$ cat src/rtl/signed_seq_divider_if.sv
// Load/done handshake bundle shared by the sequential divider and its controller.
// The master side issues operands, and the slave side returns the result flags.
interface signed_seq_divider_if #(
  parameter int unsigned W = 8
);
  logic           load;
  logic [2*W-1:0] dividend;
  logic [W-1:0]   divisor;
  logic           busy;
  logic           done;
  logic [W-1:0]   quotient;
  logic [W-1:0]   remainder;
  logic           ovf;
  logic           div_zero;

  modport master (
    output load, dividend, divisor,
    input  busy, done, quotient, remainder, ovf, div_zero
  );

  modport slave (
    input  load, dividend, divisor,
    output busy, done, quotient, remainder, ovf, div_zero
  );
endinterface

$ cat src/rtl/signed_seq_divider.sv
// Signed 2W/W divider: restoring division on magnitudes, one step per clock.
// After the last step, a fix-up cycle applies signs and saturates on overflow.
module signed_seq_divider #(
  parameter int unsigned W = 8
) (
  input logic                  clk,
  input logic                  reset,
  signed_seq_divider_if.slave  div_if
);
  localparam int unsigned CntW = $clog2(2 * W);

  typedef enum logic [1:0] {StIdle, StCalc, StFix, StDone} state_e;

  state_e          state_q, state_d;
  logic            sd_q, sd_d, sv_q, sv_d;
  logic [2*W-1:0]  dvd_q, dvd_d;
  logic [W-1:0]    dvs_q, dvs_d;
  logic [W:0]      prem_q, prem_d;
  logic [CntW-1:0] cnt_q, cnt_d;
  logic            busy_q, busy_d, done_q, done_d, ovf_q, ovf_d, dz_q, dz_d;
  logic [W-1:0]    quo_q, quo_d, rem_q, rem_d;

  logic            div_is_zero, last_step, neg_res, q_fits;
  logic [W+1:0]    prem_sh, trial;
  logic [2*W-1:0]  q_lim;

  assign div_is_zero = (div_if.divisor == '0);
  assign last_step   = (cnt_q == CntW'(2 * W - 1));
  // Dividend register doubles as the quotient shift register.
  assign prem_sh     = {prem_q, dvd_q[2*W-1]};
  assign trial       = prem_sh - {2'b00, dvs_q};
  assign neg_res     = sd_q ^ sv_q;
  assign q_lim       = neg_res ? {{W{1'b0}}, 1'b1, {(W-1){1'b0}}}
                               : {{(W+1){1'b0}}, {(W-1){1'b1}}};
  assign q_fits      = (dvd_q <= q_lim);

  always_ff @(posedge clk) begin
    if (reset) begin
      state_q <= StIdle;
    end else begin
      state_q <= state_d;
    end
  end

  always_comb begin
    state_d = state_q;
    if (div_if.load) begin
      state_d = div_is_zero ? StDone : StCalc;
    end else begin
      case (state_q)
        StCalc:  if (last_step) state_d = StFix;
        StFix:   state_d = StDone;
        default: state_d = state_q;
      endcase
    end
  end

  always_comb begin
    sd_d   = sd_q;
    sv_d   = sv_q;
    dvd_d  = dvd_q;
    dvs_d  = dvs_q;
    prem_d = prem_q;
    cnt_d  = cnt_q;
    busy_d = busy_q;
    done_d = done_q;
    ovf_d  = ovf_q;
    dz_d   = dz_q;
    quo_d  = quo_q;
    rem_d  = rem_q;
    if (div_if.load) begin
      sd_d   = div_if.dividend[2*W-1];
      sv_d   = div_if.divisor[W-1];
      dvd_d  = div_if.dividend[2*W-1] ? -div_if.dividend : div_if.dividend;
      dvs_d  = div_if.divisor[W-1] ? -div_if.divisor : div_if.divisor;
      prem_d = '0;
      cnt_d  = '0;
      done_d = 1'b0;
      ovf_d  = 1'b0;
      dz_d   = 1'b0;
      busy_d = !div_is_zero;
      if (div_is_zero) begin
        dz_d   = 1'b1;
        done_d = 1'b1;
        quo_d  = '0;
        rem_d  = '0;
      end
    end else begin
      case (state_q)
        StCalc: begin
          cnt_d = cnt_q + 1'b1;
          if (!trial[W+1]) begin
            prem_d = trial[W:0];
            dvd_d  = {dvd_q[2*W-2:0], 1'b1};
          end else begin
            prem_d = prem_sh[W:0];
            dvd_d  = {dvd_q[2*W-2:0], 1'b0};
          end
        end
        StFix: begin
          ovf_d = !q_fits;
          if (q_fits) begin
            quo_d = neg_res ? -dvd_q[W-1:0] : dvd_q[W-1:0];
          end else begin
            quo_d = neg_res ? {1'b1, {(W-1){1'b0}}} : {1'b0, {(W-1){1'b1}}};
          end
          rem_d  = sd_q ? -prem_q[W-1:0] : prem_q[W-1:0];
          done_d = 1'b1;
          busy_d = 1'b0;
        end
        default: ;
      endcase
    end
  end

  always_ff @(posedge clk) begin
    if (reset) begin
      sd_q   <= 1'b0;
      sv_q   <= 1'b0;
      dvd_q  <= '0;
      dvs_q  <= '0;
      prem_q <= '0;
      cnt_q  <= '0;
      busy_q <= 1'b0;
      done_q <= 1'b0;
      ovf_q  <= 1'b0;
      dz_q   <= 1'b0;
      quo_q  <= '0;
      rem_q  <= '0;
    end else begin
      sd_q   <= sd_d;
      sv_q   <= sv_d;
      dvd_q  <= dvd_d;
      dvs_q  <= dvs_d;
      prem_q <= prem_d;
      cnt_q  <= cnt_d;
      busy_q <= busy_d;
      done_q <= done_d;
      ovf_q  <= ovf_d;
      dz_q   <= dz_d;
      quo_q  <= quo_d;
      rem_q  <= rem_d;
    end
  end

  assign div_if.busy      = busy_q;
  assign div_if.done      = done_q;
  assign div_if.ovf       = ovf_q;
  assign div_if.div_zero  = dz_q;
  assign div_if.quotient  = quo_q;
  assign div_if.remainder = rem_q;
endmodule
$ cat src/flat_wrapper.sv
// flat-port wrapper written by rule: the top's interface ports become plain ports
module signed_seq_divider_flat 
#(
  parameter int unsigned W = 8
)
  (clk, reset, div_if_load, div_if_dividend, div_if_divisor, div_if_busy, div_if_done, div_if_quotient, div_if_remainder, div_if_ovf, div_if_div_zero);
  signed_seq_divider_if #(.W(W)) div_if_i ();
  input logic clk;
  input logic reset;
  input wire logic [$bits(div_if_i.load)-1:0] div_if_load;
  input wire logic [$bits(div_if_i.dividend)-1:0] div_if_dividend;
  input wire logic [$bits(div_if_i.divisor)-1:0] div_if_divisor;
  output wire logic [$bits(div_if_i.busy)-1:0] div_if_busy;
  output wire logic [$bits(div_if_i.done)-1:0] div_if_done;
  output wire logic [$bits(div_if_i.quotient)-1:0] div_if_quotient;
  output wire logic [$bits(div_if_i.remainder)-1:0] div_if_remainder;
  output wire logic [$bits(div_if_i.ovf)-1:0] div_if_ovf;
  output wire logic [$bits(div_if_i.div_zero)-1:0] div_if_div_zero;
  assign div_if_i.load = div_if_load;
  assign div_if_i.dividend = div_if_dividend;
  assign div_if_i.divisor = div_if_divisor;
  assign div_if_busy = div_if_i.busy;
  assign div_if_done = div_if_i.done;
  assign div_if_quotient = div_if_i.quotient;
  assign div_if_remainder = div_if_i.remainder;
  assign div_if_ovf = div_if_i.ovf;
  assign div_if_div_zero = div_if_i.div_zero;
  signed_seq_divider #(.W(W)) u_core (.clk(clk), .reset(reset), .div_if(div_if_i));
endmodule
$ cat config.mk
export PLATFORM = sky130hd
export DESIGN_NAME = signed_seq_divider_flat
export DESIGN_NICKNAME = d
export VERILOG_FILES = /design/src/rtl/signed_seq_divider_if.sv /design/src/rtl/signed_seq_divider.sv /design/src/flat_wrapper.sv
export SDC_FILE = /design/constraint.sdc
export NUM_CORES = 1
export LEC_CHECK = 0
export BUFFER_PORTS_ARGS = -buffer_cell sky130_fd_sc_hd__buf_2
export CAP_MARGIN = 10
export CORE_ASPECT_RATIO = 0.6
export CORE_UTILIZATION = 40
export CTS_CLUSTER_SIZE = 40
export DETAILED_ROUTE_END_ITERATION = 7
export GPL_ROUTABILITY_DRIVEN = 0
export GPL_TIMING_DRIVEN = 0
export SLEW_MARGIN = 20
export SYNTH_ARGS = -nofsm -noshare
export SYNTH_HDL_FRONTEND = slang
export SYNTH_SLANG_ARGS = --single-unit
export TNS_END_PERCENT = 1
$ cat constraint.sdc
create_clock -name clk -period 3 [get_ports clk]
set_input_delay 0.15 -clock clk [delete_from_list [all_inputs] [get_ports clk]]
set_output_delay 0.15 -clock clk [all_outputs]
set_load 0.01 [all_outputs]
==> results.json <==
{
  "hold_buffers": 0,
  "nNetsFinal": 587,
  "placed_cell_area_um2": 4170,
  "post_cts_buffers": 0,
  "drv_slew": 0,
  "layout-drive-gt1-share_pct": 12.7,
  "r2r_setup_slack_ps": 240,
  "worstHoldPathType": "input pin to flip-flop",
  "die_w_um": 128,
  "syn_avg_cell_area_um2": 7.80,
  "tritoncts": "built",
  "p_leak_nw": 1.79,
  "synth-seq-cells": 61,
  "path_clk_slew_ps": 50,
  "syn_nets": 533,
  "end_kind": "flip-flop",
  "clock_path_buffers": 2,
  "yosys_warnings": 0,
  "powerDensity_nw_per_um2": 522,
  "n_antenna_cell": 0,
  "rsz0062_at_grt": "false",
  "worst_slack_ps": 241,
  "whs_endpoint": "u_core.dvs_q[0]$_SDFFE_PP0P_",
  "grt_max_degree": 12,
  "cts_root_buf": "clkbuf_16",
  "cp.required_ps": 3190,
  "synth_edf_count": 0,
  "ys_seq_area_share_pct": 32.2,
  "path_class": "flip-flop to flip-flop",
  "synthArstFlopShare_pct": 0,
  "drtIter0Drc": 346,
  "ctsResizeCount": 0,
  "vias": 3567,
  "cp_max_fo": 10,
  "antenna_found_initial": 0,
  "wl_met3_um": 545,
  "vias_per_cell": 5.30,
  "grt_pass1_wl_mm": 16.5,
  "grtUsageTotal_pct": 21.8,
  "syn_inst": 486,
  "r2r_start": "u_core.dvs_q[1]$_SDFFE_PP0P_",
  "die_area_um2": 9880,
  "drt-met1-wl_mm": 5.77,
  "maxCapViolations": 0,
  "final_cell_mix": "68 x nand2_1, 61 x dfxtp_1, 52 x nor2_1",
  "core-area_um2": 9190,
  "detail-route-antenna-nets": 0,
  "dp_slack_ps": 296,
  "drt-wirelength-per-cell_um": 15.1,
  "start_util_pct": 41.2,
  "ys_types": 63,
  "hold_viol": 0,
  "critPathLaunchType": "flip-flop",
  "period_minus_slack_ps": 2760,
  "io_pins": 47,
  "post-route-cell-area_um2": 4430,
  "final_common_cell": "nand2_1",
  "skew_ps": 7.48,
  "drc": 0,
  "grt_overflow": 0,
  "worstMarginPinSlew_ps": 759,
  "status": "finished clean",
  "reg2reg_to": "u_core.prem_q[3]$_SDFFE_PP0P_",
  "ys.flop_type": "dfxtp_1",
  "fin_crit_sh_pct": 92.0,
  "grt_pass1_vias": 3193,
  "slew_headroom_pct": 49.3,
  "min_path_cells": 3,
  "cts-htree-levels": 3,
  "die_y_um": 77.4,
  "setup_viol_count_final": 0,
  "core.rowCount": 27,
  "syn-cell-area_um2": 3790,
  "portBuffers": 43,
  "irDropWorstVdd_mv": 0.298,
  "routed_wl_mm": 10.2,
  "r2r_cells": 10,
  "cts_buffers": 9,
  "clkLatencyLatePin_ps": 330,
  "cp_data_arrival_time_ps": 2950,
  "fmax_ghz": 0.362,
  "holdCritStartpoint": "div_if_divisor[0]",
  "cts_num_sinks": 61,
  "total_power_mw": 2.32,
  "top_layer_used": "met4",
  "post-dp-hpwl_mm": 7.94,
  "setup_tns_ps": 0,
  "hold_ws_ps": 77.8,
  "area_growth_pct": 17.0,
  "wl_met2_mm": 3.83,
  "drtPass1Iterations": 4
}
==> synthesized netlist by cell type (2+ instances only) <==
cell,n,share of area (%)
o31a_1,3,0.69
nor2b_1,9,1.5
dfxtp_1,61,32
nand3_1,15,2.0
a31oi_1,2,0.33
buf_4,2,0.40
o21ai_0,18,2.4
a41oi_1,2,0.46
nor2_1,52,5.2
o2111ai_1,2,0.46
inv_1,18,1.8
and3_1,3,0.50
mux2i_1,6,1.6
xor2_1,12,2.8
clkbuf_1,19,1.9
ha_1,19,6.3
o31ai_1,4,0.79
a211oi_1,13,2.6
or4_1,2,0.40
nor3_1,14,1.8
a22o_1,3,0.69
xnor2_1,20,4.6
a21o_1,3,0.59
nand2_1,68,6.7
buf_1,2,0.20
o41ai_1,2,0.46
a221o_1,2,0.53
nand2b_1,10,1.7
or3_1,2,0.33
a21oi_1,47,6.2
o21a_1,4,0.79
nand4_1,6,0.99
a22oi_1,2,0.40
o221ai_1,2,0.46
o21bai_1,2,0.40
nor4_1,3,0.50
o21ai_1,6,0.79
==> worst max-delay path, stage by stage (launching register included) <==
cell and delay (ps):
dfxtp_1 380, inv_1 60, ha_1 260, nor2b_1 170, o2111ai_1 230, and2_1 280
o311ai_2 680, buf_4 300, nor2_1 60, a21oi_1 120, a21oi_1 80
==> report_power, final <==
| group | total, mW | switching, mW | internal (mW) |
|---|---|---|---|
| Combinational | 0.493 | 0.295 | 0.198 |
| Clock | 0.929 | 0.339 | 0.590 |
| Sequential | 0.895 | 0.0433 | 0.851 |
==> kinds of logic (layout without fill, tap and decap cells) <==
group	after synthesis	in the layout	synth area share, %
xor gates and xnor gates	34	34	8.72
buffers and inverters	44	101	4.79
DFF	61	61	32.2
adders and majority gates	21	21	7.07
and+or+nand+nor	194	194	23.9
AOI/OAI and AO/OA	126	126	21.7
muxes	6	6	1.58
==> worst max-delay path by stage <==
stage                                            start                                     end  slack, ps  cells after the start
after global placement    u_core.dvs_q[1]$_SDFFE_PP0P_           u_core.prem_q[3]$_SDFFE_PP0P_        350                     10
after detailed placement  u_core.dvs_q[1]$_SDFFE_PP0P_           u_core.prem_q[3]$_SDFFE_PP0P_        300                     10
after global routing      u_core.dvs_q[1]$_SDFFE_PP0P_           u_core.prem_q[4]$_SDFFE_PP0P_         30                     10
final                     u_core.dvs_q[1]$_SDFFE_PP0P_           u_core.prem_q[3]$_SDFFE_PP0P_        240                     10
after CTS                 u_core.dvs_q[1]$_SDFFE_PP0P_           u_core.prem_q[3]$_SDFFE_PP0P_        270                     10
after floorplan               u_core.sd_q$_SDFFE_PP0P_  u_core.div_if.quotient[1]$_SDFFE_PP0P_        590                     11
==> per-layer routing <==
metal  vias to the layer above  GRT usage [%]
met2                        91           28.5
met1                      1642           34.0
met4                         0           5.65
met3                         2           5.66
met5                         -              0
li1                       1832              -
==> metrics by stage <==
| step | util [%] | std cells |
|---|---|---|
| 2_1_floorplan | - | 486 |
| 3_3_place_gp | 45.4 | 659 |
| 3_5_place_dp | 45.4 | 659 |
| 4_1_cts | 48.3 | 673 |
| 5_1_grt | 48.3 | 673 |
| 6_report | 48.3 | 673 |
==> final cells by class <==
cell class	count	area (µm²)
Timing Repair Buffer	43	215
Sequential cell	61	1220
Tap cell	130	163
Buffer	25	110
Inverter	19	71.3
Clock buffer	12	256
Multi-Input combinational cell	381	2390
Fill cell	949	4750
Clock inverter	2	10.0
==> flip-flops by register name (all words and copies together), names as in the netlist <==
| register | count |
|---|---|
| u_core.div_if.remainder | 8 |
| u_core.cnt_q | 4 |
| u_core.div_if.ovf | 1 |
| u_core.state_q | 2 |
| u_core.div_if.done | 1 |
| u_core.prem_q | 9 |
| u_core.sd_q | 1 |
| u_core.dvs_q | 8 |
| u_core.sv_q | 1 |
| u_core.div_if.div_zero | 1 |
| u_core.dvd_q | 16 |
| u_core.div_if.busy | 1 |
| u_core.div_if.quotient | 8 |
No activity file was read; power rests on OpenSTA's default activity.
